==> config.mk <==
export PLATFORM = sky130hd
export DESIGN_NAME = stage3_mcfu_sequencer
export DESIGN_NICKNAME = d
export VERILOG_FILES = /design/src/rtl/stage3_types_pkg.sv /design/src/rtl/stage3_mcfu_watchdog.sv /design/src/rtl/stage3_mcfu_sequencer.sv
export SDC_FILE = /design/constraint.sdc
export NUM_CORES = 1
export LEC_CHECK = 0
export BUFFER_PORTS_ARGS = -buffer_cell sky130_fd_sc_hd__buf_4
export CAP_MARGIN = 20
export CORE_MARGIN = 2
export CORE_UTILIZATION = 49
export CTS_CLUSTER_SIZE = 16
export DETAILED_ROUTE_END_ITERATION = 8
export GPL_ROUTABILITY_DRIVEN = 0
export PLACE_DENSITY = 0.86
export SYNTH_ARGS = -nofsm -noshare
export SYNTH_HDL_FRONTEND = slang
export SYNTH_SLANG_ARGS = --single-unit
export TNS_END_PERCENT = 50
==> constraint.sdc <==
create_clock -name CLK -period 4.2 [get_ports CLK]
set_clock_uncertainty 0.15 [all_clocks]
set_input_delay 0.84 -clock CLK [delete_from_list [all_inputs] [get_ports CLK]]
set_output_delay 0.84 -clock CLK [all_outputs]
set_load 0.1 [all_outputs]
==> src/rtl/stage3_types_pkg.sv <==
// stage3_types_pkg: shared state encoding and constants for the stage3 multi-cycle FU sequencer
package stage3_types_pkg;
  typedef enum logic [1:0] {IDLE, BUSY, HOLD, DRAIN} mcfu_state_t;
  localparam logic [31:0] MCFU_TIMEOUT_RESULT = 32'hFFFF_FFFF;
endpackage

==> src/rtl/stage3_mcfu_watchdog.sv <==
// stage3_mcfu_watchdog: cycle counter that flags when a waiting FU has taken WDOG_CYCLES cycles
module stage3_mcfu_watchdog #(
  parameter int WDOG_CYCLES = 64
) (
  input  logic CLK,
  input  logic nRST,
  input  logic clear,
  input  logic count_en,
  output logic expired
);
  localparam int CW = $clog2(WDOG_CYCLES + 1);
  logic [CW-1:0] cnt_q, cnt_d;
  // restart on each new wait, otherwise count every waiting cycle
  always_comb cnt_d = clear ? '0 : count_en ? cnt_q + 1'b1 : cnt_q;
  // the cycle that completes WDOG_CYCLES waiting cycles is the expiry cycle
  assign expired = count_en && (cnt_q == CW'(WDOG_CYCLES - 1));
  // counter register
  always_ff @(posedge CLK) begin
    if (!nRST) cnt_q <= '0;
    else cnt_q <= cnt_d;
  end
endmodule

==> src/rtl/stage3_mcfu_sequencer.sv <==
// stage3_mcfu_sequencer: start/stall/hold/drain sequencing of multi-cycle FUs (optional MCFU_WATCHDOG_EN)
module stage3_mcfu_sequencer
  import stage3_types_pkg::*;
#(
  parameter int NUM_FU      = 2,
  parameter int SEL_W       = (NUM_FU > 1) ? $clog2(NUM_FU) : 1,
  parameter int WDOG_CYCLES = 64
) (
  input  logic                 CLK,
  input  logic                 nRST,
  input  logic                 issue_valid,
  input  logic [SEL_W-1:0]     issue_sel,
  input  logic                 flush,
  input  logic                 pipe_stall,
  output logic [NUM_FU-1:0]    fu_start,
  input  logic [NUM_FU-1:0]    fu_done,
  input  logic [NUM_FU*32-1:0] fu_result,
  output logic                 ex_busy,
  output logic                 result_valid,
  output logic [31:0]          result_data,
  output logic                 fu_timeout
);
  mcfu_state_t state_q, state_d;
  logic [SEL_W-1:0] sel_q, sel_d;
  logic [31:0] result_q, result_d;
  logic start_ok, done_sel, wd_exp, wd_hit;

  if (WDOG_CYCLES < 1) begin : g_bad_wdog
    $error("WDOG_CYCLES must be at least 1");
  end

  assign start_ok = nRST && issue_valid && !flush && (int'(issue_sel) < NUM_FU);
  assign done_sel = fu_done[sel_q];
  assign wd_hit = wd_exp && !done_sel;
  assign fu_timeout = wd_hit;
  assign result_data = result_valid ? result_q : '0;

`ifdef MCFU_WATCHDOG_EN
  stage3_mcfu_watchdog #(.WDOG_CYCLES(WDOG_CYCLES)) u_wdog (
    .CLK     (CLK),
    .nRST    (nRST),
    .clear   ((state_d == BUSY || state_d == DRAIN) && state_d != state_q),
    .count_en(state_q == BUSY || state_q == DRAIN),
    .expired (wd_exp)
  );
`else
  assign wd_exp = 1'b0;
`endif

  // next state, start pulse, stall request and result capture
  always_comb begin
    state_d = state_q;
    sel_d = sel_q;
    result_d = result_q;
    fu_start = '0;
    ex_busy = 1'b0;
    result_valid = 1'b0;
    case (state_q)
      IDLE: begin
        ex_busy = start_ok;
        if (start_ok) begin
          fu_start = NUM_FU'(1) << issue_sel;
          sel_d = issue_sel;
          state_d = BUSY;
        end
      end
      BUSY: begin
        ex_busy = 1'b1;
        if (flush) state_d = (done_sel || wd_hit) ? IDLE : DRAIN;
        else if (done_sel || wd_hit) begin
          result_d = done_sel ? fu_result[32*int'(sel_q) +: 32] : MCFU_TIMEOUT_RESULT;
          state_d = HOLD;
        end
      end
      HOLD: begin
        result_valid = 1'b1;
        state_d = (flush || !pipe_stall) ? IDLE : HOLD;
      end
      DRAIN: begin
        ex_busy = issue_valid;
        state_d = (done_sel || wd_hit) ? IDLE : DRAIN;
      end
      default: state_d = IDLE;
    endcase
  end

  // state, selected FU and held result registers
  always_ff @(posedge CLK) begin
    if (!nRST) begin
      state_q <= IDLE;
      sel_q <= '0;
      result_q <= '0;
    end else begin
      state_q <= state_d;
      sel_q <= sel_d;
      result_q <= result_d;
    end
  end
endmodule

---- After elaboration in Yosys (flattened, before gate mapping) ----
Cells that the tools add are included.
word-level totals
  bits in registers ....................... 35
  input port bits ......................... 72
  output and inout bits ................... 37
operators by class
  magnitude comparators ................... 1
  equality and inequality tests ........... 5
  shift-type cells ........................ 2
  muxes and demuxes ....................... 13
  bitwise gates (word level) .............. 1
  reduce and logical (&&, ||, !) cells .... 9
operators by type and width
  kind                                                        count
  variable part select 64 x 7 -> 32 bit                       1
  two-way mux 32 bit                                          1
  two-way mux 2 bit                                           7
  one-hot mux 2 bit (4 select lines)                          1
  equality test 2 bit, second input constant                  2
  AND reduction 2 bit                                         2
  two-way mux 1 bit                                           3
  inequality test 3 bit, second input constant                1
  one-hot mux 1 bit (3 select lines)                          1
  AND reduction 3 bit                                         1
  equality test 2 x 1 -> 1 bit, second input constant         1
  logical AND 1 bit                                           2
  zero test 1 bit                                             2
  zero test 2 bit                                             1
  less-than comparator 1 x 2 -> 1 bit, second input constant  1
  inequality test 2 bit, second input constant                1
  << shifter 1 x 1 -> 2 bit, first input constant             1
  logical OR 1 bit                                            1
  inverter 1 bit                                              1

---- Depth between registers and ports, before layout ----
Gate-level depths: netlist (run 1).
  depth in word-level cells ............... 5
  gate-level depth with buffers ........... 6
  depth with buffers taken out ............ 3

---- Worst setup path after synthesis (run 1) ----
OpenSTA, ideal clock, no wires.
  path kind ............................... input to output
  start ................................... in flush
  end ..................................... out fu_start[0]
  arrival ................................. 2597 ps
  data required time ...................... 3210 ps
  path slack .............................. 613 ps
  cell stages on the path ................. 2
  path through ............................ or4_1 nor2_1
on the way
  longest elaborated chain between the ends .. 4
ends and longest elaborated chain
  item               line                         source
  from (decl)        stage3_mcfu_sequencer.sv:13  input logic flush,
  zero test 1 bit    stage3_mcfu_sequencer.sv:32  assign start_ok = nRST && issue_valid && !flush && (int'(issue_sel) < NUM_FU);
  logical AND 1 bit  stage3_mcfu_sequencer.sv:32
  two-way mux 2 bit  stage3_mcfu_sequencer.sv:61  if (start_ok) begin
  two-way mux 2 bit  stage3_mcfu_sequencer.sv:58  case (state_q)
  to (decl)          stage3_mcfu_sequencer.sv:15  output logic [NUM_FU-1:0] fu_start,
Every way passes these cells.

---- Final worst setup path (run 1) ----
  start ................................... reg state_q[1]
  end ..................................... out result_data[26]
on the way
  longest elaborated chain between the ends .. 3
ends and longest elaborated chain
  item                    line                         source
  from (decl)             stage3_mcfu_sequencer.sv:23  mcfu_state_t state_q, state_d;
  from (signal assigned)  stage3_mcfu_sequencer.sv:94  state_q <= state_d;
  equality test 2 bit     stage3_mcfu_sequencer.sv:58
  two-way mux 1 bit       stage3_mcfu_sequencer.sv:58
  two-way mux 32 bit      stage3_mcfu_sequencer.sv:36  assign result_data = result_valid ? result_q : '0;
  to (decl)               stage3_mcfu_sequencer.sv:20  output logic [31:0] result_data,
Every way passes these cells.

==> results of run 1 <==
## state kept, by name (all words and copies together), names as in the netlist
register,count
result_q,32
state_q,2
sel_q,1
## metrics by stage
step                cell area (µm²)  util [%]  hold WS (ns)  std cells
global placement               2843     70.56        0.3547        349
detailed placement             2843     70.56        0.3687        349
global route                   2943     73.04        0.4043        357
finish                         2943     73.04        0.3738        357
floorplan                      2067         -        0.3401        210
CTS                            2943     73.04        0.3763        357
## cells by family after synthesis
kind of cell,Yosys count
other cells,1
flops,35
mux,34
simple gates,44
buf+inv,25
compound gates,71
## cells in the final DEF, fill, tap and decap left out, types with 2 or more instances in the layout
cell type	instances
nand2_1	4
a211oi_2	30
mux2i_1	33
buf_4	111
inv_1	2
a21oi_1	34
clkbuf_8	7
and2_1	32
a211oi_1	2
dfxtp_1	34
nor2_1	2
## critical path, delay by kind of cell (launching register included)
family / cells / cell delay [ns]
flip-flops: 1 / 0.48
AND/OR/NAND/NOR: 2 / 0.64
buffers and inverters: 2 / 0.60
## routing by layer
layer	share of wire, %	vias to the layer above	routed length, µm	track usage [%]
met2	50	71	2582	40.02
li1	-	955	-	-
met4	0.33	0	17	5.147
met1	41	896	2116	25.88
met5	0	-	0	0
met3	8.2	2	424	6.656
## power groups by stage
stage	clock network, mW	registers [mW]	logic, mW
2_1_floorplan	0	0.348	0.0765
3_3_place_gp	0	0.349	0.136
3_5_place_dp	0	0.349	0.137
4_1_cts	0.267	0.342	0.137
5_1_grt	0.285	0.342	0.147
6_report	0.264	0.342	0.136
## path summary, 6_finish.rpt
check	to	slack [ns]	cells after the start	start
hold / removal	result_q[6]$_SDFFE_PN0P_	0.37	2	result_q[6]$_SDFFE_PN0P_
setup / recovery	result_data[26]	1.22	4	state_q[1]$_SDFFE_PN0P_
setup reg to reg	result_q[5]$_SDFFE_PN0P_	2.39	3	sel_q$_SDFFE_PN0P_
hold reg to reg	result_q[6]$_SDFFE_PN0P_	0.37	2	result_q[6]$_SDFFE_PN0P_
## layout make-up
type	count	share of cell area, %
clock buffer	8	3.401
inverter	3	0.3827
multi-input combinational	150	41.92
sequential	35	23.85
tap	50	2.126
timing repair buffer	111	28.32
==> flow_summary.toml, run 1 <==
[logic_synthesis]
synth_compound_area_share_pct = 28.93
ys_seq_area_share_pct = 33.90
synth_cells = 210
synth_edf_count = 0
synth_cell_type_count = 26
yosysMostFrequentCell = "dfxtp_1"
synth_nets = 282
synth_top_area_cell = "dfxtp_1"
synthFlopType = "dfxtp_1"
yosys_warnings = 0
synth_fa_ha_area_share_pct = 0
synth_top_family_by_area = "compound AO/OA/AOI/OAI gates"
synth_commonest_cells = "dfxtp_1, a21oi_1, mux2i_1, and2_1, a211oi_2"
synth_area_leaders = "dfxtp_1, a211oi_2, mux2i_1"
yosysTopAreaCellShare_pct = 33.90
syn_area_per_cell_um2 = 9.843
synthMuxAreaShare_pct = 16.71
ys_seq_elements = 35
syn_area_um2 = 2067
synth-xor-area-share_pct = 0
synthArstFlopShare_pct = 0
synth_simple_gate_area_share_pct = 13.44

[drt]
drt_pass1_iterations = 4
detail_route.wl_per_cell_um = 14.40
wl_mm = 5.140
postRouteAntennaNets = 0
drc = 0
dr_total_vias = 1924
first_iter_violations = 130
via_per_inst = 5.389

[pwr]
power.leakage_nw = 1.171
cell_internal_pwr_mw = 0.5549
ir_worst_vdd_mv = 0.2007
clkPwrFrac_pct = 35.5
sw_frac_of_total_pct = 25.18
powerDensity_nw_per_um2 = 252.0
p_sw_mw = 0.1867
combPwrFrac_pct = 18.4
p_seq_share_pct = 46.1
power_mw = 0.7416

[sta]
timing.final.crit_period_ns = 2.984
tns_ns = 0
rsz0062_at_grt = "no"
fmax_mhz = 335.1
finalCritPeriodShare_pct = 71.05
slew_violations = 0
timing.final.ws_setup_ns = 1.216
setup_viol = 0
slew_headroom_pct = 48.17
tightestPinTransition_ns = 0.7727
finalHoldViolations = 0

[cts]
clockBufferDepth = 2
postCtsSetupBuffers = 0
cts_resized = 0
cts_sinks = 35
tritoncts = "built"
root_buffer = "clkbuf_8"
numCtsBuffers = 5
clkTransAtPathRegs_ns = 0.07
insertion_delay_ns = 0.28
cts_htree_levels = 2
ctsHoldBuffers = 0

[placed_design]
pre_cts_ws_ns = 1.304
hpwl_mm = 3.560
port_buffers = 107

[worst_setup_path]
path_max_fanout = 21
path_class = "reg2out"
critPathRequiredTime_ns = 3.21
cpMaxStageDelayCell = "dfxtp_1"
cp_slowest_stage_delay_ns = 0.48
cpMostUsedCell = "buf_4"
critPathArrivalTime_ns = 1.99
cp_cell_sequence = "nor2b_2 -> buf_4 -> and2_1 -> buf_4"
startpoint_type = "flop"
end_kind = "output port"

[final_layout]
regArea_um2 = 701.9
area_growth_syn_to_layout_pct = 42.37
drive_gt1_share_pct = 49.84
multi_input_area_um2 = 1234
fillers = 333
nets = 378
diodes = 0

[outcome]
status = "finished clean"

[grt]
grt_pass1_wl_mm = 7.955
gr-total-overflow = 0
grt.total_usage_pct = 22.26
grt_pass1_vias = 1798
antenna_found_initial = 0
grt_max_degree = 35

[floorplan]
initial_core_util_pct = 51.30
dieArea_um2 = 4754
rows = 23
fp.dieW_um = 68.95
coreArea_um2 = 4029
ios = 109
die_y_um = 68.95

[job]
drv_cap = 0

[hold_path]
hp-class = "reg2reg"
Note: power is estimated with default switching activity, not from simulation.
==> run 2, diff against run 1 <==
--- a/config.mk
+++ b/config.mk
@@ -8,11 +8,11 @@
 export BUFFER_PORTS_ARGS = -buffer_cell sky130_fd_sc_hd__buf_4
 export CAP_MARGIN = 20
 export CORE_MARGIN = 2
-export CORE_UTILIZATION = 49
+export CORE_UTILIZATION = 45
 export CTS_CLUSTER_SIZE = 16
 export DETAILED_ROUTE_END_ITERATION = 8
 export GPL_ROUTABILITY_DRIVEN = 0
-export PLACE_DENSITY = 0.86
+export PLACE_DENSITY = 0.8
 export SYNTH_ARGS = -nofsm -noshare
 export SYNTH_HDL_FRONTEND = slang
 export SYNTH_SLANG_ARGS = --single-unit
==> constraint.sdc (replaced) <==
create_clock -name CLK -period 2.75 [get_ports CLK]
set_clock_uncertainty 0.15 [all_clocks]
set_input_delay 0.55 -clock CLK [delete_from_list [all_inputs] [get_ports CLK]]
set_output_delay 0.55 -clock CLK [all_outputs]
set_load 0.1 [all_outputs]
==> run 2 against run 1 <==
Net effect:
- sequential power grew 53%
- total power is 53% higher
- via count shrank 0.78%
- first-iteration DRC count is 48% higher
- critical path depth stayed put
- global-route usage shrank 2.2 points
- cell count is 0.56% higher
- die area grew 8.4%
- non-clock buffer count unchanged
- sequential share of layout area decreased by 0.081 points
==> flow_summary.toml, run 2 (synthesis results as in run 1) <==
[outcome]
status = "finished clean"

[final_layout]
nets = 378
top_regs = "result_q (32), state_q (2), sel_q (1)"
layout_common_cells = "buf_4, a21oi_1, dfxtp_1"
largest_reg_flops = 32
instances_no_fill = 359
final_common_cell = "buf_4"
diodes = 0
drive_gt1_share_pct = 51.47
area_growth_syn_to_layout_pct = 42.86
fillers = 361
top_register = "result_q"

[worst_setup_path]
end_kind = "output port"
critPathRequiredTime_ns = 2.05
cpMostUsedCell = "buf_4"
cpMaxStageDelayCell = "dfxtp_1"
path_max_fanout = 33
critPathArrivalTime_ns = 1.75
worst-path-buf-inv = 2
cp_slowest_stage_delay_ns = 0.48
path_class = "reg2out"
cp_cell_sequence = "nor2b_2 -> buf_4 -> and2_2 -> buf_4"
startpoint_type = "flop"
cp_top_family = "buffers and inverters"

[cts]
cts_resized = 0
numCtsBuffers = 5
insertion_delay_ns = 0.27
clockBufferDepth = 2
ctsHoldBuffers = 0
cts_htree_levels = 2
clkTransAtPathRegs_ns = 0.07
postCtsSetupBuffers = 0
cts_sinks = 35
tritoncts = "built"
root_buffer = "clkbuf_8"

[placed_design]
placedCellCount = 351
pre_cts_ws_ns = 0.3940
hpwl_mm = 3.425
port_buffers = 107

[sta]
slew_violations = 0
timing.final.crit_period_ns = 2.453
tightestPinTransition_ns = 0.5517
fmax_mhz = 407.7
rsz0062_at_grt = "no"
finalCritPeriodShare_pct = 89.20
slew_headroom_pct = 63.22
finalHoldViolations = 0
setup_viol = 0
timing.final.ws_setup_ns = 0.2969

[drt]
drc = 0
wl_mm = 5.165
drt_pass1_iterations = 4
first_iter_violations = 193
via_per_inst = 5.318
postRouteAntennaNets = 0
detail_route.wl_per_cell_um = 14.39
dr_total_vias = 1909

[floorplan]
rows = 24
fp.dieW_um = 71.78
ios = 109
die_y_um = 71.78
coreArea_um2 = 4384
dieArea_um2 = 5152
initial_core_util_pct = 47.15

[grt]
grt_pass1_wl_mm = 8.404
grt.total_usage_pct = 20.11
grt_pass1_vias = 1807
grt_max_degree = 36
gr-total-overflow = 0
antenna_found_initial = 0

[pwr]
powerDensity_nw_per_um2 = 383.4
ir_worst_vdd_mv = 0.2707
power.leakage_nw = 1.174
power_mw = 1.132

[job]
drv_cap = 0

[hold_path]
hp-class = "reg2reg"
run 2: changes by cell type in the layout (fill, tap and decap cells not counted):
cell	before	now
and2_2	0	4
nor2_2	0	1
and2_1	32	28
nor2_1	2	1
run 2: final cells by class:
class / count / area [µm²] / share of cell area, %
Sequential cell: 35 / 701.9 / 23.77
Multi-Input combinational cell: 150 / 1241 / 42.03
Clock buffer: 8 / 100.1 / 3.390
Tap cell: 52 / 65.06 / 2.203
Inverter: 3 / 11.26 / 0.3814
Timing Repair Buffer: 111 / 833.3 / 28.22
run 2: worst paths after layout:
check | startpoint | to | slack (ns) | cells after the start
hold reg to reg | result_q[5]$_SDFFE_PN0P_ | result_q[5]$_SDFFE_PN0P_ | 0.37 | 2
setup / recovery | state_q[1]$_SDFFE_PN0P_ | result_data[24] | 0.30 | 4
setup reg to reg | sel_q$_SDFFE_PN0P_ | result_q[6]$_SDFFE_PN0P_ | 0.92 | 3
hold / removal | result_q[5]$_SDFFE_PN0P_ | result_q[5]$_SDFFE_PN0P_ | 0.37 | 2
run 2: where the power goes:
group	total, mW	internal [mW]	switching [mW]
Sequential	0.522	0.516	0.00580
Combinational	0.210	0.103	0.108
Clock	0.400	0.229	0.171
Total	1.13	0.848	0.285
run 2: routing by layer:
metal / track usage (%) / up-vias / routed length (µm) / share of wire (%)
li1: - / 946 / - / -
met1: 25.72 / 889 / 2234 / 43
met2: 34.67 / 70 / 2534 / 49
met3: 4.641 / 4 / 368 / 7.1
met4: 4.193 / 0 / 27 / 0.52
met5: 0 / - / 0 / 0
run 2: worst min-delay path: stages (launching register included):
cell and delay (ns):
dfxtp_1 0.31, a21oi_1 0.11, a211oi_1 0.06
run 2: stage by stage:
stage	hold WS (ns)	cell area (µm²)	util, %	setup TNS (ns)
2_1_floorplan	0.3401	2076	-	-0.2798
3_3_place_gp	0.3551	2853	65.07	0
3_5_place_dp	0.3683	2853	65.07	0
4_1_cts	0.3761	2953	67.35	0
5_1_grt	0.4004	2953	67.35	0
6_report	0.3731	2953	67.35	0
